File: src/rtl/vga_char_mover.sv
// ---------------------------------------------------------------------------
// vga_char_mover
//
// Frame-synchronous controller for the character-block overlay. It holds the
// block origin and foreground colour used by the character picture generator.
// The block bounces around the active area, and the colour steps through a
// 4-entry RGB565 palette on every move that reflects. All visible state
// changes only on the clock edge after a frame-end event, so a displayed
// frame never tears.
//
// Ports:
//   vga_clk     in   pixel clock
//   sys_rst_n   in   asynchronous active-low reset
//   pix_x/pix_y in   current pixel position (0x3FF outside the active area)
//   key_run     in   pulse, toggles RUN/PAUSE
//   key_step    in   pulse, single move request while paused
//   key_home    in   pulse, return to the initial position at the next frame end
//   char_b_h/v  out  block origin x/y
//   char_color  out  RGB565 foreground colour
//   frame_tick  out  one-cycle pulse after every frame-end update edge
//   bounce      out  one-cycle pulse with frame_tick when the update reflected
// ---------------------------------------------------------------------------
module vga_char_mover #(
  parameter int H_VALID   = 640,
  parameter int V_VALID   = 480,
  parameter int CHAR_W    = 256,
  parameter int CHAR_H    = 88,
  parameter int INIT_X    = 192,
  parameter int INIT_Y    = 208,
  parameter int STEP_X    = 2,
  parameter int STEP_Y    = 1,
  parameter int FRAME_DIV = 1
) (
  input  logic        vga_clk,
  input  logic        sys_rst_n,
  input  logic [9:0]  pix_x,
  input  logic [9:0]  pix_y,
  input  logic        key_run,
  input  logic        key_step,
  input  logic        key_home,
  output logic [9:0]  char_b_h,
  output logic [9:0]  char_b_v,
  output logic [15:0] char_color,
  output logic        frame_tick,
  output logic        bounce
);

  localparam logic [10:0] H_MAX    = 11'(H_VALID - CHAR_W);
  localparam logic [10:0] V_MAX    = 11'(V_VALID - CHAR_H);
  localparam logic [10:0] STEP_X_W = 11'(STEP_X);
  localparam logic [10:0] STEP_Y_W = 11'(STEP_Y);
  localparam logic [9:0]  HOME_X   = 10'(INIT_X);
  localparam logic [9:0]  HOME_Y   = 10'(INIT_Y);
  localparam logic [9:0]  LAST_X   = 10'(H_VALID - 1);
  localparam logic [9:0]  LAST_Y   = 10'(V_VALID - 1);
  localparam logic [7:0]  CNT_LAST = 8'(FRAME_DIV - 1);

  typedef enum logic [1:0] {
    IDLE  = 2'd0,
    RUN   = 2'd1,
    PAUSE = 2'd2
  } state_t;

  state_t      state_q, state_d;
  logic        fe_cond_q;
  logic [7:0]  frame_cnt_q, frame_cnt_d;
  logic        step_pend_q, step_pend_d;
  logic        home_pend_q, home_pend_d;
  logic [9:0]  h_q, h_d;
  logic [9:0]  v_q, v_d;
  logic        dir_x_q, dir_x_d;   // 1 = moving toward larger coordinates
  logic        dir_y_q, dir_y_d;
  logic [1:0]  pal_idx_q, pal_idx_d;
  logic        tick_q, tick_d;
  logic        bounce_q, bounce_d;

  logic        fe_cond;
  logic        fe;
  logic [10:0] sum_x, sum_y;
  logic [9:0]  nx, ny;
  logic        bx, by;
  logic        do_move;

  // Frame end is the rising edge of "last active pixel"; a timing block that
  // lingers on that pixel still produces a single event.
  assign fe_cond = (pix_x == LAST_X) && (pix_y == LAST_Y);
  assign fe      = fe_cond && !fe_cond_q;

  // Candidate position for a move, computed in 11 bits so the upper bound
  // test cannot wrap.
  always_comb begin
    sum_x = {1'b0, h_q} + STEP_X_W;
    sum_y = {1'b0, v_q} + STEP_Y_W;
    nx    = h_q;
    ny    = v_q;
    bx    = 1'b0;
    by    = 1'b0;
    if (dir_x_q) begin
      if (sum_x >= H_MAX) begin
        nx = H_MAX[9:0];
        bx = 1'b1;
      end else begin
        nx = sum_x[9:0];
      end
    end else begin
      if ({1'b0, h_q} <= STEP_X_W) begin
        nx = 10'd0;
        bx = 1'b1;
      end else begin
        nx = 10'({1'b0, h_q} - STEP_X_W);
      end
    end
    if (dir_y_q) begin
      if (sum_y >= V_MAX) begin
        ny = V_MAX[9:0];
        by = 1'b1;
      end else begin
        ny = sum_y[9:0];
      end
    end else begin
      if ({1'b0, v_q} <= STEP_Y_W) begin
        ny = 10'd0;
        by = 1'b1;
      end else begin
        ny = 10'({1'b0, v_q} - STEP_Y_W);
      end
    end
  end

  always_comb begin
    state_d     = state_q;
    frame_cnt_d = frame_cnt_q;
    step_pend_d = step_pend_q;
    home_pend_d = home_pend_q;
    h_d         = h_q;
    v_d         = v_q;
    dir_x_d     = dir_x_q;
    dir_y_d     = dir_y_q;
    pal_idx_d   = pal_idx_q;
    tick_d      = 1'b0;
    bounce_d    = 1'b0;
    do_move     = 1'b0;

    if (fe) begin
      tick_d = 1'b1;
      // The first frame end only aligns the controller to the frame.
      if (state_q == IDLE) state_d = RUN;

      if (home_pend_q) begin
        h_d         = HOME_X;
        v_d         = HOME_Y;
        dir_x_d     = 1'b1;
        dir_y_d     = 1'b1;
        pal_idx_d   = 2'd0;
        frame_cnt_d = 8'd0;
        step_pend_d = 1'b0;
        home_pend_d = 1'b0;
      end else begin
        case (state_q)
          RUN: begin
            if (frame_cnt_q == CNT_LAST) begin
              do_move     = 1'b1;
              frame_cnt_d = 8'd0;
            end else begin
              frame_cnt_d = frame_cnt_q + 8'd1;
            end
          end
          PAUSE: begin
            if (step_pend_q) begin
              do_move     = 1'b1;
              step_pend_d = 1'b0;
            end
          end
          default: ;
        endcase

        if (do_move) begin
          h_d      = nx;
          v_d      = ny;
          dir_x_d  = bx ? !dir_x_q : dir_x_q;
          dir_y_d  = by ? !dir_y_q : dir_y_q;
          bounce_d = bx || by;
          // A corner reflects on both axes but advances the palette once.
          if (bx || by) pal_idx_d = pal_idx_q + 2'd1;
        end
      end
    end

    if (key_home) home_pend_d = 1'b1;

    case (state_q)
      RUN: begin
        if (key_run) state_d = PAUSE;
      end
      PAUSE: begin
        // key_run has priority; a simultaneous step request is dropped.
        if (key_run) begin
          state_d     = RUN;
          frame_cnt_d = 8'd0;
        end else if (key_step) begin
          step_pend_d = 1'b1;
        end
      end
      default: ;
    endcase
  end

  always_ff @(posedge vga_clk or negedge sys_rst_n) begin
    if (!sys_rst_n) begin
      state_q     <= IDLE;
      fe_cond_q   <= 1'b0;
      frame_cnt_q <= 8'd0;
      step_pend_q <= 1'b0;
      home_pend_q <= 1'b0;
      h_q         <= HOME_X;
      v_q         <= HOME_Y;
      dir_x_q     <= 1'b1;
      dir_y_q     <= 1'b1;
      pal_idx_q   <= 2'd0;
      tick_q      <= 1'b0;
      bounce_q    <= 1'b0;
    end else begin
      state_q     <= state_d;
      fe_cond_q   <= fe_cond;
      frame_cnt_q <= frame_cnt_d;
      step_pend_q <= step_pend_d;
      home_pend_q <= home_pend_d;
      h_q         <= h_d;
      v_q         <= v_d;
      dir_x_q     <= dir_x_d;
      dir_y_q     <= dir_y_d;
      pal_idx_q   <= pal_idx_d;
      tick_q      <= tick_d;
      bounce_q    <= bounce_d;
    end
  end

  always_comb begin
    case (pal_idx_q)
      2'd0:    char_color = 16'hFEC0;
      2'd1:    char_color = 16'hF800;
      2'd2:    char_color = 16'h07E0;
      default: char_color = 16'h001F;
    endcase
  end

  assign char_b_h   = h_q;
  assign char_b_v   = v_q;
  assign frame_tick = tick_q;
  assign bounce     = bounce_q;

endmodule

File: config.mk
export PLATFORM = sky130hd
export DESIGN_NAME = vga_char_mover
export DESIGN_NICKNAME = d
export VERILOG_FILES = /design/src/rtl/vga_char_mover.sv
export SDC_FILE = /design/constraint.sdc
export NUM_CORES = 1
export LEC_CHECK = 0
export ABC_AREA = 1
export BUFFER_PORTS_ARGS = -buffer_cell sky130_fd_sc_hd__buf_4
export CORE_MARGIN = 2
export CORE_UTILIZATION = 30
export CTS_CLUSTER_DIAMETER = 120
export CTS_CLUSTER_SIZE = 25
export DETAILED_ROUTE_END_ITERATION = 10
export PLACE_DENSITY = 0.46
export SYNTH_ARGS = -nofsm -noshare
export SYNTH_HDL_FRONTEND = slang
export SYNTH_SLANG_ARGS = --single-unit
File: constraint.sdc
create_clock -name vga_clk -period 2.1 [get_ports vga_clk]
set_clock_uncertainty 0.15 [all_clocks]
set_input_delay 0.315 -clock vga_clk [delete_from_list [all_inputs] [get_ports vga_clk]]
set_output_delay 0.315 -clock vga_clk [all_outputs]
set_load 0.01 [all_outputs]
==> impl_metrics.json <==
{
  "cts_tree": "yes",
  "p_comb_share_pct": 18.5,
  "yosys.area.top_type": "dfrtp_1",
  "peakVddDrop_uv": 375.8,
  "synth_ff_type": "dfrtp_1",
  "synth_area_um2": 3237,
  "grt_pass1_vias": 2863,
  "ant_nets": 0,
  "cts-root-buf": "clkbuf_8",
  "wirelength_um": 8242,
  "p_per_area_nw_per_um2": 390.6,
  "crit_path_start_kind": "register",
  "hold_end": "home_pend_q$_DFFE_PN0P_",
  "tightest_slew_ns": 0.5065,
  "worstHoldStart": "key_home",
  "drt-pass1-iter-count": 4,
  "synth_seq_area_share_pct": 29.65,
  "reg2reg_to": "char_b_v[3]$_DFFE_PN0P_",
  "slowest_stage": "dfrtp_1",
  "outcome": "finished clean",
  "p_int_w": 0.001116,
  "max_freq_ghz": 0.5035,
  "dp_hpwl_um": 6404,
  "synth_common_cells": "86 x nand2_1, 52 x inv_1, 44 x nor2_1, 31 x dfrtp_1, 28 x nand3_1",
  "synth-seq-cells": 38,
  "io_buffers": 61,
  "rsz0062_at_grt": "true",
  "grt_max_degree": 39,
  "synth-edff-count": 0,
  "yosysWarnings": 0,
  "r2r-start": "frame_cnt_q[0]$_DFF_PN0_",
  "r2r_cells": 12,
  "endpoint_kind": "register",
  "grtUsageTotal_pct": 14.18,
  "p_switching_w": 0.0004546,
  "netlist_instances": 438,
  "pin_count": 63,
  "startpoint": "frame_cnt_q[0]$_DFF_PN0_",
  "final.setup.worst_slack_ns": 0.1139,
  "route.detailed.drc": 0,
  "min_period_ns": 1.986,
  "area_delta_synth_final_pct": 24.20,
  "gp_congestion": 0.8505,
  "antennaDiodeCount": 0,
  "layout.nets": 543,
  "path_cells": "inv_2, ha_1, inv_1, nor3_2, nand4_1, a21oi_2, nor2_2, nor2_4, buf_12, inv_1, nand2_1, nand2_1",
  "yosysUniqueCellTypes": 41,
  "power.leakage_nw": 1.902,
  "avgSynthCellArea_um2": 7.390,
  "hold_viol": 0,
  "via_per_inst": 4.643,
  "worst_path_largest_cell_delay_ns": 0.40,
  "cts_max_level": 2,
  "initial_core_util_pct": 31.08,
  "drt_iter0_drc": 127,
  "cts.clk_slew.worst_paths_ns": 0.09,
  "syn_nets": 479,
  "num_vias": 2967,
  "die_w_um": 107.9,
  "cp_max_fo": 7,
  "antenna_found_initial": 0,
  "yosysMostFrequentCell": "nand2_1",
  "grt_overflow": 0,
  "avgRoutedWirePerCell_um": 12.90,
  "maxCapViolCount": 0,
  "fp.dieH_um": 107.9,
  "min_path_type": "input port to register",
  "drv_slew": 0,
  "yosys-top-cells-area": "dfrtp_1 24%, nand2_1 10%, ha_1 6.2%",
  "grt_pass1_wl_um": 13410,
  "total_power_w": 0.001570,
  "die_area_um2": 11640,
  "min_path_cells": 2,
  "async_reset_ff_share_pct": 100.0,
  "crit_type": "register to register",
  "swShare_pct": 28.95,
  "synth_top_area_share_pct": 23.97,
  "seqPwrFrac_pct": 50.2,
  "reg2reg_setup_slack_ns": 0.11,
  "maxSlewHeadroom_pct": 66.23,
  "setup_viol": 0,
  "worst_ep_arrival_time_ns": 2.03,
  "drive_gt1_share_pct": 31.81,
  "cp_data_required_time_ns": 2.14,
  "power.share.clock_pct": 31.4,
  "clock_latency_ns": 0.29,
  "clock_sinks": 38,
  "fin_crit_sh_pct": 94.57,
  "core_area_um2": 10420,
  "clockBufferDepth": 2,
  "numCtsBuffers": 5,
  "row_count": 37,
  "dpl_worst_slack_ns": 0.02478
}
-- what timing repair did --
| item | in CTS | in global routing |
|---|---|---|
| buffers inserted | 0 | 4 |
| hold endpoints to repair | 31 | 0 |
| setup endpoints to repair | 0 | 16 |
| resized for setup | 0 | 18 |
| hold buffers | 1 | 0 |
-- cell families (layout without fill, tap and decap cells) --
logic type | count (synthesis) | count (layout) | share of synthesized area (%)
buffers and inverters | 85 | 150 | 12.87
AND/OR/NAND/NOR | 221 | 221 | 34.52
flip-flops | 38 | 38 | 29.65
other | 1 | 1 | 0.1159
XOR/XNOR | 20 | 20 | 5.412
adder cells (fa/ha/maj) | 16 | 16 | 6.185
AO/OA/AOI/OAI | 57 | 57 | 11.25
-- sequential cells by signal, indices dropped and copies added (netlist names) --
signal	cells
frame_tick	1
char_b_v	10
frame_cnt_q	8
fe_cond_q	1
step_pend_q	1
char_b_h	9
home_pend_q	1
dir_x_q	1
dir_y_q	1
state_q	2
pal_idx_q	2
bounce	1
-- power by group through the flow --
| stage | combinational (W) | sequential [W] | clock (W) |
|---|---|---|---|
| floorplan | 0.000173 | 0.000796 | 0 |
| global placement | 0.000277 | 0.000800 | 0 |
| detailed placement | 0.000278 | 0.000802 | 0 |
| CTS | 0.000281 | 0.000788 | 0.000515 |
| global route | 0.000335 | 0.000793 | 0.000537 |
| finish | 0.000290 | 0.000788 | 0.000492 |
-- area by class of cell --
class / instances / area (µm²)
Sequential cell: 38 / 963.4
Clock buffer: 6 / 72.57
Clock inverter: 2 / 10.01
Tap cell: 136 / 170.2
Timing Repair Buffer: 80 / 645.6
Inverter: 62 / 237.7
Multi-Input combinational cell: 315 / 1921
Fill cell: 1108 / 6396
-- per-stage QoR --
| stage | hold slack (ns) | cell area (µm²) | util (%) | setup TNS [ns] | cells |
|---|---|---|---|---|---|
| after CTS | 0.08184 | 3901 | 37.45 | 0 | 634 |
| after global routing | 0.1027 | 4020 | 38.59 | -0.04973 | 639 |
| after floorplan | -0.1306 | 3237 | - | 0 | 438 |
| after detailed placement | 0.1828 | 3809 | 36.56 | 0 | 625 |
| final | 0.09406 | 4020 | 38.59 | 0 | 639 |
| after global placement | 0.1768 | 3809 | 36.56 | 0 | 625 |
-- layout by cell type (no fill, tap or decap), types with 2 or more instances in the layout --
cell type,instances
nand3_1,28
o22ai_1,4
nor2_4,6
ha_1,15
dfstp_2,7
nand2_4,4
xnor2_1,6
nor3_1,7
o21ai_1,3
nand3_2,5
dfrtp_2,3
inv_1,49
o21ai_0,17
o21bai_1,2
clkbuf_8,5
inv_2,11
dfrtp_1,28
nor2_1,43
buf_4,76
nand2_1,85
xor2_1,14
a31oi_1,2
a21oi_1,13
nand2_2,11
nor2_2,4
buf_12,2
o21ai_2,10
nand3_4,3
nand4_1,19
nor3_2,4
clkinv_2,2
-- worst max-delay path: cells and delay by family (launching register included) --
family,cells,cell delay (ns)
simple gates,6,0.59
flops,1,0.40
buf+inv,4,0.33
compound gates,1,0.28
fa+ha+maj,1,0.15
-- worst max-delay path by stage --
stage               slack (ns)  cells after the start                       to
floorplan                 0.24                     10  char_b_h[3]$_DFFE_PN0P_
global placement          0.04                     11  char_b_v[3]$_DFFE_PN0P_
detailed placement        0.02                     11  char_b_v[3]$_DFFE_PN0P_
CTS                       0.01                     11  char_b_v[3]$_DFFE_PN0P_
global route             -0.03                     12  char_b_v[3]$_DFFE_PN0P_
finish                    0.11                     12  char_b_v[3]$_DFFE_PN0P_
-- routing by layer --
metal  GRT usage, %  routed length, µm  up-vias
li1               -                  -     1540
met1          19.18               3824     1366
met2          24.21               4085       54
met3          1.877                253        7
met4          2.747                 78        0
met5              0                  0        -
Note: power is estimated with default switching activity, not from simulation.
